### config.mk
export PLATFORM = sky130hd
export DESIGN_NAME = rgb_seq_pwm
export DESIGN_NICKNAME = d
export VERILOG_FILES = /design/src/rtl/rgb_seq_pwm.sv
export SDC_FILE = /design/constraint.sdc
export NUM_CORES = 1
export LEC_CHECK = 0
export BUFFER_PORTS_ARGS = -buffer_cell sky130_fd_sc_hd__clkbuf_2
export CORE_MARGIN = 2
export CORE_UTILIZATION = 68
export CTS_CLUSTER_DIAMETER = 40
export DETAILED_ROUTE_END_ITERATION = 6
export GPL_TIMING_DRIVEN = 0
export PLACE_DENSITY = 0.92
export SKIP_CTS_REPAIR_TIMING = 1
export SYNTH_ARGS = -nofsm -noshare
export SYNTH_HDL_FRONTEND = slang
export SYNTH_SLANG_ARGS = --single-unit
### constraint.sdc
create_clock -name clk -period 4.2 [get_ports clk]
set_clock_uncertainty 0.1 [all_clocks]
set_input_delay 0.84 -clock clk [delete_from_list [all_inputs] [get_ports clk]]
set_output_delay 0.84 -clock clk [all_outputs]
set_load 0.01 [all_outputs]
### src/rtl/rgb_seq_pwm.sv
// N-channel LED colour sequencer (step / crossfade / breathe) with per-channel PWM outputs.
// Duty targets are latched only at the PWM period boundary, so every period stays glitch-free.

module rgb_seq_pwm #(
    parameter int NCH        = 3,
    parameter int PWM_BITS   = 8,
    parameter int TICK_DIV   = 12000,
    parameter int HOLD_TICKS = 1000
) (
    input  logic                   clk,
    input  logic                   rst_n,
    input  logic                   en,
    input  logic [1:0]             mode,
    output logic [NCH-1:0]         pwm,
    output logic [$clog2(NCH)-1:0] phase,
    output logic                   wrap
);

    localparam int PW   = $clog2(NCH);
    localparam int PS_W = $clog2(TICK_DIV);
    localparam int HC_W = (HOLD_TICKS > 1) ? $clog2(HOLD_TICKS) : 1;

    localparam logic [PWM_BITS-1:0] MAX     = {PWM_BITS{1'b1}};
    localparam logic [PS_W-1:0]     PS_LAST = PS_W'(TICK_DIV - 1);
    localparam logic [HC_W-1:0]     HC_LAST = HC_W'(HOLD_TICKS - 1);
    localparam logic [PW-1:0]       PH_LAST = PW'(NCH - 1);

    localparam logic [1:0] M_FADE    = 2'd1;
    localparam logic [1:0] M_BREATHE = 2'd2;

    typedef enum logic [1:0] {
        S_HOLD = 2'd0,
        S_FADE = 2'd1,
        S_UP   = 2'd2,
        S_DOWN = 2'd3
    } state_t;

    state_t                            state_q, state_d;
    logic   [PS_W-1:0]                 presc_q, presc_d;
    logic   [HC_W-1:0]                 hold_cnt_q, hold_cnt_d;
    logic   [PWM_BITS-1:0]             level_q, level_d;
    logic   [PW-1:0]                   phase_q, phase_d;
    logic   [1:0]                      mode_q, mode_d;
    logic                              wrap_q, wrap_d;
    logic   [PWM_BITS-1:0]             pwm_ctr_q;
    logic   [NCH-1:0][PWM_BITS-1:0]    duty_q;
    logic   [NCH-1:0][PWM_BITS-1:0]    duty_s;
    logic   [NCH-1:0]                  pwm_q;
    logic                              tick_s;
    logic   [PW-1:0]                   next_phase_s;

    assign tick_s       = en && (presc_q == PS_LAST);
    assign next_phase_s = (phase_q == PH_LAST) ? {PW{1'b0}} : phase_q + PW'(1);

    // Prescaler and sequencer next-state; a mode change on a tick overrides any advance.
    always_comb begin
        presc_d    = presc_q;
        hold_cnt_d = hold_cnt_q;
        level_d    = level_q;
        phase_d    = phase_q;
        state_d    = state_q;
        mode_d     = mode_q;
        wrap_d     = 1'b0;

        if (en) begin
            presc_d = (presc_q == PS_LAST) ? {PS_W{1'b0}} : presc_q + PS_W'(1);
        end else begin
            presc_d = presc_q;
        end

        if (tick_s) begin
            mode_d = mode;
            if (mode != mode_q) begin
                state_d    = S_HOLD;
                hold_cnt_d = {HC_W{1'b0}};
                level_d    = {PWM_BITS{1'b0}};
            end else begin
                case (state_q)
                    S_FADE: begin
                        if (level_q == MAX) begin
                            phase_d = next_phase_s;
                            wrap_d  = (phase_q == PH_LAST);
                            level_d = {PWM_BITS{1'b0}};
                            state_d = S_HOLD;
                        end else begin
                            level_d = level_q + PWM_BITS'(1);
                        end
                    end
                    S_UP: begin
                        if (level_q == MAX) begin
                            state_d = S_DOWN;
                        end else begin
                            level_d = level_q + PWM_BITS'(1);
                        end
                    end
                    S_DOWN: begin
                        if (level_q == {PWM_BITS{1'b0}}) begin
                            state_d = S_HOLD;
                        end else begin
                            level_d = level_q - PWM_BITS'(1);
                        end
                    end
                    default: begin
                        if (hold_cnt_q == HC_LAST) begin
                            hold_cnt_d = {HC_W{1'b0}};
                            case (mode_q)
                                M_FADE: begin
                                    state_d = S_FADE;
                                    level_d = {PWM_BITS{1'b0}};
                                end
                                M_BREATHE: begin
                                    state_d = S_UP;
                                end
                                default: begin
                                    phase_d = next_phase_s;
                                    wrap_d  = (phase_q == PH_LAST);
                                end
                            endcase
                        end else begin
                            hold_cnt_d = hold_cnt_q + HC_W'(1);
                        end
                    end
                endcase
            end
        end else begin
            mode_d = mode_q;
        end
    end

    // Duty target per channel; mode 3 falls through to the step pattern.
    always_comb begin
        duty_s = '0;
        for (int i = 0; i < NCH; i++) begin
            if (mode_q == M_BREATHE) begin
                duty_s[i] = level_q;
            end else if ((mode_q == M_FADE) && (state_q == S_FADE)) begin
                if (phase_q == PW'(i)) begin
                    duty_s[i] = MAX - level_q;
                end else if (next_phase_s == PW'(i)) begin
                    duty_s[i] = level_q;
                end else begin
                    duty_s[i] = {PWM_BITS{1'b0}};
                end
            end else begin
                duty_s[i] = (phase_q == PW'(i)) ? MAX : {PWM_BITS{1'b0}};
            end
        end
    end

    // Sequencer state registers.
    always_ff @(posedge clk) begin
        if (!rst_n) begin
            presc_q    <= {PS_W{1'b0}};
            hold_cnt_q <= {HC_W{1'b0}};
            level_q    <= {PWM_BITS{1'b0}};
            phase_q    <= {PW{1'b0}};
            state_q    <= S_HOLD;
            mode_q     <= mode;
            wrap_q     <= 1'b0;
        end else begin
            presc_q    <= presc_d;
            hold_cnt_q <= hold_cnt_d;
            level_q    <= level_d;
            phase_q    <= phase_d;
            state_q    <= state_d;
            mode_q     <= mode_d;
            wrap_q     <= wrap_d;
        end
    end

    // PWM counter, period-boundary duty latch and registered comparators.
    always_ff @(posedge clk) begin
        if (!rst_n) begin
            pwm_ctr_q <= {PWM_BITS{1'b0}};
            duty_q    <= '0;
            pwm_q     <= {NCH{1'b0}};
        end else begin
            pwm_ctr_q <= pwm_ctr_q + PWM_BITS'(1);
            if (pwm_ctr_q == MAX) begin
                duty_q <= duty_s;
            end else begin
                duty_q <= duty_q;
            end
            for (int i = 0; i < NCH; i++) begin
                pwm_q[i] <= (pwm_ctr_q < duty_q[i]);
            end
        end
    end

    assign pwm   = pwm_q;
    assign phase = phase_q;
    assign wrap  = wrap_q;

endmodule

==> results.yml, run 1 <==
power_and_ir_drop:
  power.leakage_uw: 0.00202
  peakVddDrop_uv: 250
  power_density_mw_per_mm2: 291
  p_total_uw: 1410
layout:
  final_area_mm2: 0.00485
  multi_input_comb_area_mm2: 0.00274
  layout_common_cells: "dfxtp_1, nand2_1, nor2_1"
  n_fill_cell: 430
  antennaDiodeCount: 0
  nets: 589
  ff_latch_area_mm2: 0.00150
  utilization: 0.759
  area_growth_pct: 7.70
  layout_commonest_cell: "dfxtp_1"
  drive_above_1_share: 0.0661
global_routing:
  grt_pass1_vias: 3839
  track_usage: 0.314
  grt_pass1_wl_mm: 18.2
  grt_max_degree: 14
  grt-ovfl-total: 0
  antenna_found_initial: 0
clocking:
  cts_sinks: 74
  ctsHtreeMaxLevel: 3
  cts-buffers-inserted: 9
  cts_tree: "built"
  root_buffer: "clkbuf_8"
  cts_buffer_depth: 2
  worstSkewPairLatency_ns: 0.35
  clk_pin_slew_ns: 0.08
synthesis:
  syn_inst: 536
  synth-seq-cells: 74
  yosysSeqAreaShare: 0.334
  yosysUniqueCellTypes: 59
  ys_async_sr_fraction: 0
  ys.flop_type: "dfxtp_1"
  synth_area_mm2: 0.00450
  synth_edf_count: 2
  yosys_warnings: 0
  syn-num-nets: 570
  syn_avg_cell_area_um2: 8.40
detailed_routing:
  vias_per_cell: 6.49
  detail-route-antenna-nets: 0
  totalWireLength_mm: 11.1
  drtIter0Drc: 560
  dr.pass1.iters: 6
  drc: 0
  vias: 4136
  routedWlPerCell_um: 17.4
timing:
  period_share: 0.643
  rsz0062_at_grt: "false"
  setup_viol_count_final: 0
  hold_violations: 0
  layout_min_cycle_time_ns: 2.70
  tns_ns: 0
  fmax_mhz: 370
  setup_ws_ns: 1.50
  tightest_slew_ns: 0.603
  timing.final.max_slew_violations: 0
  relSlewSlack: 0.598
status:
  outcome: "finished, final reports clean"
worst_setup_path:
  startpoint: "en"
  critPathKind: "in -> reg"
  reg2reg_from: "presc_q[5]"
  cp-end-kind: "flop"
  cp_max_fo: 11
  startpoint_type: "input port"
  required_ns: 4.09
  critPathArrivalTime_ns: 2.59
hold_path:
  hp-class: "reg -> reg"
  hp-start: "duty_q[18]"
die:
  coreArea_mm2: 0.00639
  die_w_um: 85.4
  ios: 11
  std_cell_rows: 29
  initial_core_util: 0.705
  die-area_mm2: 0.00729
  chipHeight_um: 85.4
placement:
  dp_hpwl_mm: 7.64
  gp_congestion: 0.976
  dp_slack_ns: 1.12
  placed_cell_area_mm2: 0.00464
  io_buffers: 8
run:
  drv_cap: 0
power by group:
group	total, µW	switching, µW	internal (µW)
Clock	590	281	310
Combinational	99.2	62.3	36.9
Sequential	722	8.99	713
Total	1410	352	1060
synth_stat cells, types with 2 or more instances:
library cell  instances  area [µm²]
buf_1                 3        11.3
nor4_1                5        31.3
edfxtp_1              2        60.1
a22oi_1              16         120
o211a_1              24         240
nor2b_1              10        62.6
clkbuf_1             26        97.6
o21a_1                4        30.0
nand2b_1             10        62.6
or2_2                 2        12.5
o211ai_1             14         105
nand4b_1              2        17.5
nor3b_1               2        15.0
o22ai_1               4        25.0
nand3_1              19        95.1
mux2i_1              12         120
o21ai_0               7        35.0
and2_1                7        43.8
xor2_1               14         123
or3_1                 3        18.8
o2bb2ai_1             4        35.0
a22o_1                5        43.8
nand2_1              56         210
and3_1                5        31.3
inv_1                31         116
clkbuf_8              2        27.5
nor3_1                8        40.0
nor2_1               52         195
and4_1                2        17.5
a2111oi_0             3        26.3
xnor2_1              22         193
nand4_1               8        50.1
ha_1                 29         363
a21boi_0              6        45.0
dfxtp_1              72        1440
a21oi_1              18        90.1
a21o_1                5        37.5
worst max-delay path, cell delays in order:
cell	delay [ns]
buf_4	0.13
nand4_1	0.23
nor4_4	0.60
nand2b_1	0.35
clkbuf_1	0.45
cells by family after synthesis:
kind of cell             after synthesis  synth area share
AND/OR/NAND/NOR                      201             0.223
AO/OA/AOI/OAI                        121             0.208
flip-flops                            74             0.334
buffers and inverters                 63            0.0578
XOR/XNOR                              36            0.0700
adder cells (fa/ha/maj)               29            0.0806
multiplexers                          12            0.0267
area by class of cell:
type / count / share of cell area
Multi-Input combinational cell: 399 / 0.565
Sequential cell: 74 / 0.310
Clock buffer: 11 / 0.0312
Buffer: 32 / 0.0297
Inverter: 31 / 0.0240
Tap cell: 77 / 0.0199
Clock inverter: 5 / 0.0121
Timing Repair Buffer: 8 / 0.00826
registers in the layout, summed over array words and instances (netlist names):
register and count:
duty_q 24, hold_cnt_q 10, level_q 8, mode_q 2
phase 2, presc_q 14, pwm 3, pwm_ctr_q 8
state_q 2, wrap 1
per-stage QoR:
step | cells | hold slack [ns]
finish | 637 | 0.403
global placement | 621 | 0.373
CTS | 637 | 0.401
floorplan | 536 | 0.346
detailed placement | 621 | 0.382
global route | 637 | 0.419
final timing paths:
kind	depth (start not counted)	slack, ns	end
worst min register to register	1	0.40	duty_q[18]
worst max register to register	4	1.51	mode_q[1]
worst min-delay path	1	0.40	duty_q[18]
worst max-delay path	5	1.50	mode_q[1]
routing by layer:
| layer | part of all wire | up-vias | wire length, µm | global-route usage |
|---|---|---|---|---|
| li1 | - | 1938 | - | - |
| met1 | 0.41 | 1941 | 4570 | 0.400 |
| met2 | 0.49 | 230 | 5430 | 0.536 |
| met3 | 0.076 | 27 | 840 | 0.0428 |
| met4 | 0.024 | 0 | 268 | 0.130 |
| met5 | 0 | - | 0 | 0 |
Note: power is estimated with default switching activity, not from simulation.
==> inputs of run 2 (changes only) <==
CORE_UTILIZATION = 63   (was 68)
PLACE_DENSITY = 0.86   (was 0.92)
clock period = 2.76 ns   (was 4.2 ns; I/O delays follow)
==> results.yml, run 2 (same netlist as run 1, synthesis figures left out) <==
global_routing:
  grt_max_degree: 14
  top_usage_layer: "met2"
  antenna_found_initial: 0
  grt-ovfl-total: 0
  gr-usage-met1: 0.378
  grt_pass1_wl_mm: 17.4
  grt.met3_usage: 0.0457
  track_usage: 0.287
  grt.met2_usage: 0.462
  grt_pass1_vias: 3757
power_and_ir_drop:
  peakVddDrop_uv: 324
  p_clk_frac: 0.403
  power.leakage_uw: 0.00202
  switching_share: 0.253
  power_density_mw_per_mm2: 430
  p_int_uw: 1560
  power_switching_uw: 528
  pwr-share-seq: 0.526
  p_total_uw: 2090
  pwr-share-comb: 0.071
clocking:
  cts_buffer_depth: 2
  root_buffer: "clkbuf_8"
  cts-buffers-inserted: 9
  clk_pin_slew_ns: 0.09
  cts_tree: "built"
  ctsHtreeMaxLevel: 3
  worstSkewPairLatency_ns: 0.36
  cts_sinks: 74
layout:
  layout_commonest_cell: "dfxtp_1"
  stdcell_count: 656
  regMostFlops: "duty_q"
  reg_top3: "duty_q (24), presc_q (14), hold_cnt_q (10)"
  largest_register_ffs: 24
  drive_above_1_share: 0.0661
  antennaDiodeCount: 0
  final_area_mm2: 0.00485
  nets: 589
  layout_common_cells: "dfxtp_1, nand2_1, nor2_1"
  area_growth_pct: 7.84
die:
  ios: 11
  coreArea_mm2: 0.00687
  std_cell_rows: 30
  chipHeight_um: 88.5
  initial_core_util: 0.655
  die-area_mm2: 0.00784
  die_w_um: 88.5
placement:
  dp_hpwl_mm: 7.49
  placed_cells: 640
  gp_congestion: 0.929
  io_buffers: 8
  placed_cell_area_mm2: 0.00466
worst_setup_path:
  critPathKind: "reg -> reg"
  cp-end-kind: "flop"
  required_ns: 2.96
  critPathArrivalTime_ns: 2.73
  cp_max_fo: 8
  startpoint_type: "flop"
timing:
  relSlewSlack: 0.574
  layout_min_cycle_time_ns: 2.53
  rsz0062_at_grt: "false"
  timing.final.max_slew_violations: 0
  tns_ns: 0
  period_share: 0.917
  fmax_mhz: 395
  tightest_slew_ns: 0.637
  hold_violations: 0
  setup_viol_count_final: 0
detailed_routing:
  vias_per_cell: 6.20
  drtIter0Drc: 432
  vias: 4066
  drc: 0
  totalWireLength_mm: 10.5
  detail-route-antenna-nets: 0
  dr.pass1.iters: 6
  routedWlPerCell_um: 16.0
run:
  drv_cap: 0
hold_path:
  hp-class: "in -> reg"
status:
  outcome: "finished, final reports clean"
==> run 2: power groups by stage <==
stage | Combinational (µW) | Clock, µW | Sequential, µW
floorplan | 105 | 0 | 1120
global placement | 138 | 0 | 1120
detailed placement | 144 | 0 | 1120
CTS | 146 | 842 | 1100
global route | 165 | 889 | 1100
finish | 148 | 842 | 1100
==> run 2: final timing paths <==
path | to | cells past startpoint | from | slack (ns)
worst max-delay path | level_q[2] | 7 | level_q[3] | 0.23
worst min register to register | duty_q[2] | 1 | duty_q[2] | 0.40
worst min-delay path | mode_q[0] | 1 | mode[0] | 0.31
worst max register to register | level_q[2] | 7 | level_q[3] | 0.23
==> run 2: metrics by stage <==
| step | util | setup WS, ns | hold slack [ns] |
|---|---|---|---|
| floorplan | - | 0.442 | 0.346 |
| global placement | 0.679 | 0.0338 | 0.371 |
| detailed placement | 0.679 | -0.00313 | 0.386 |
| CTS | 0.707 | 0.130 | 0.301 |
| global route | 0.707 | 0.0587 | 0.304 |
| finish | 0.707 | 0.229 | 0.307 |
==> run 2: critical path, stage by stage (launching register included) <==
cell and delay [ns]:
dfxtp_1 0.30, clkbuf_1 0.19, or4_1 0.59, nor4_2 0.43, a221oi_1 0.15, o21ai_1 0.48, a21oi_1 0.08, mux2i_1 0.14
==> run 2: cell type report <==
| type | instances | area [µm²] |
|---|---|---|
| plain buffers | 32 | 145 |
| clock buffers | 10 | 128 |
| clock inverters | 6 | 63.8 |
| fillers | 542 | 2010 |
| inverters | 31 | 116 |
| multi-input cells | 399 | 2740 |
| flip-flops and latches | 74 | 1500 |
| well taps | 96 | 120 |
| repair buffers | 8 | 40.0 |
==> run 2: per-layer routing <==
layer	vias to the layer above	wire length [µm]
met2	164	4830
met3	31	588
met1	1928	4780
met5	-	0
met4	0	289
li1	1943	-
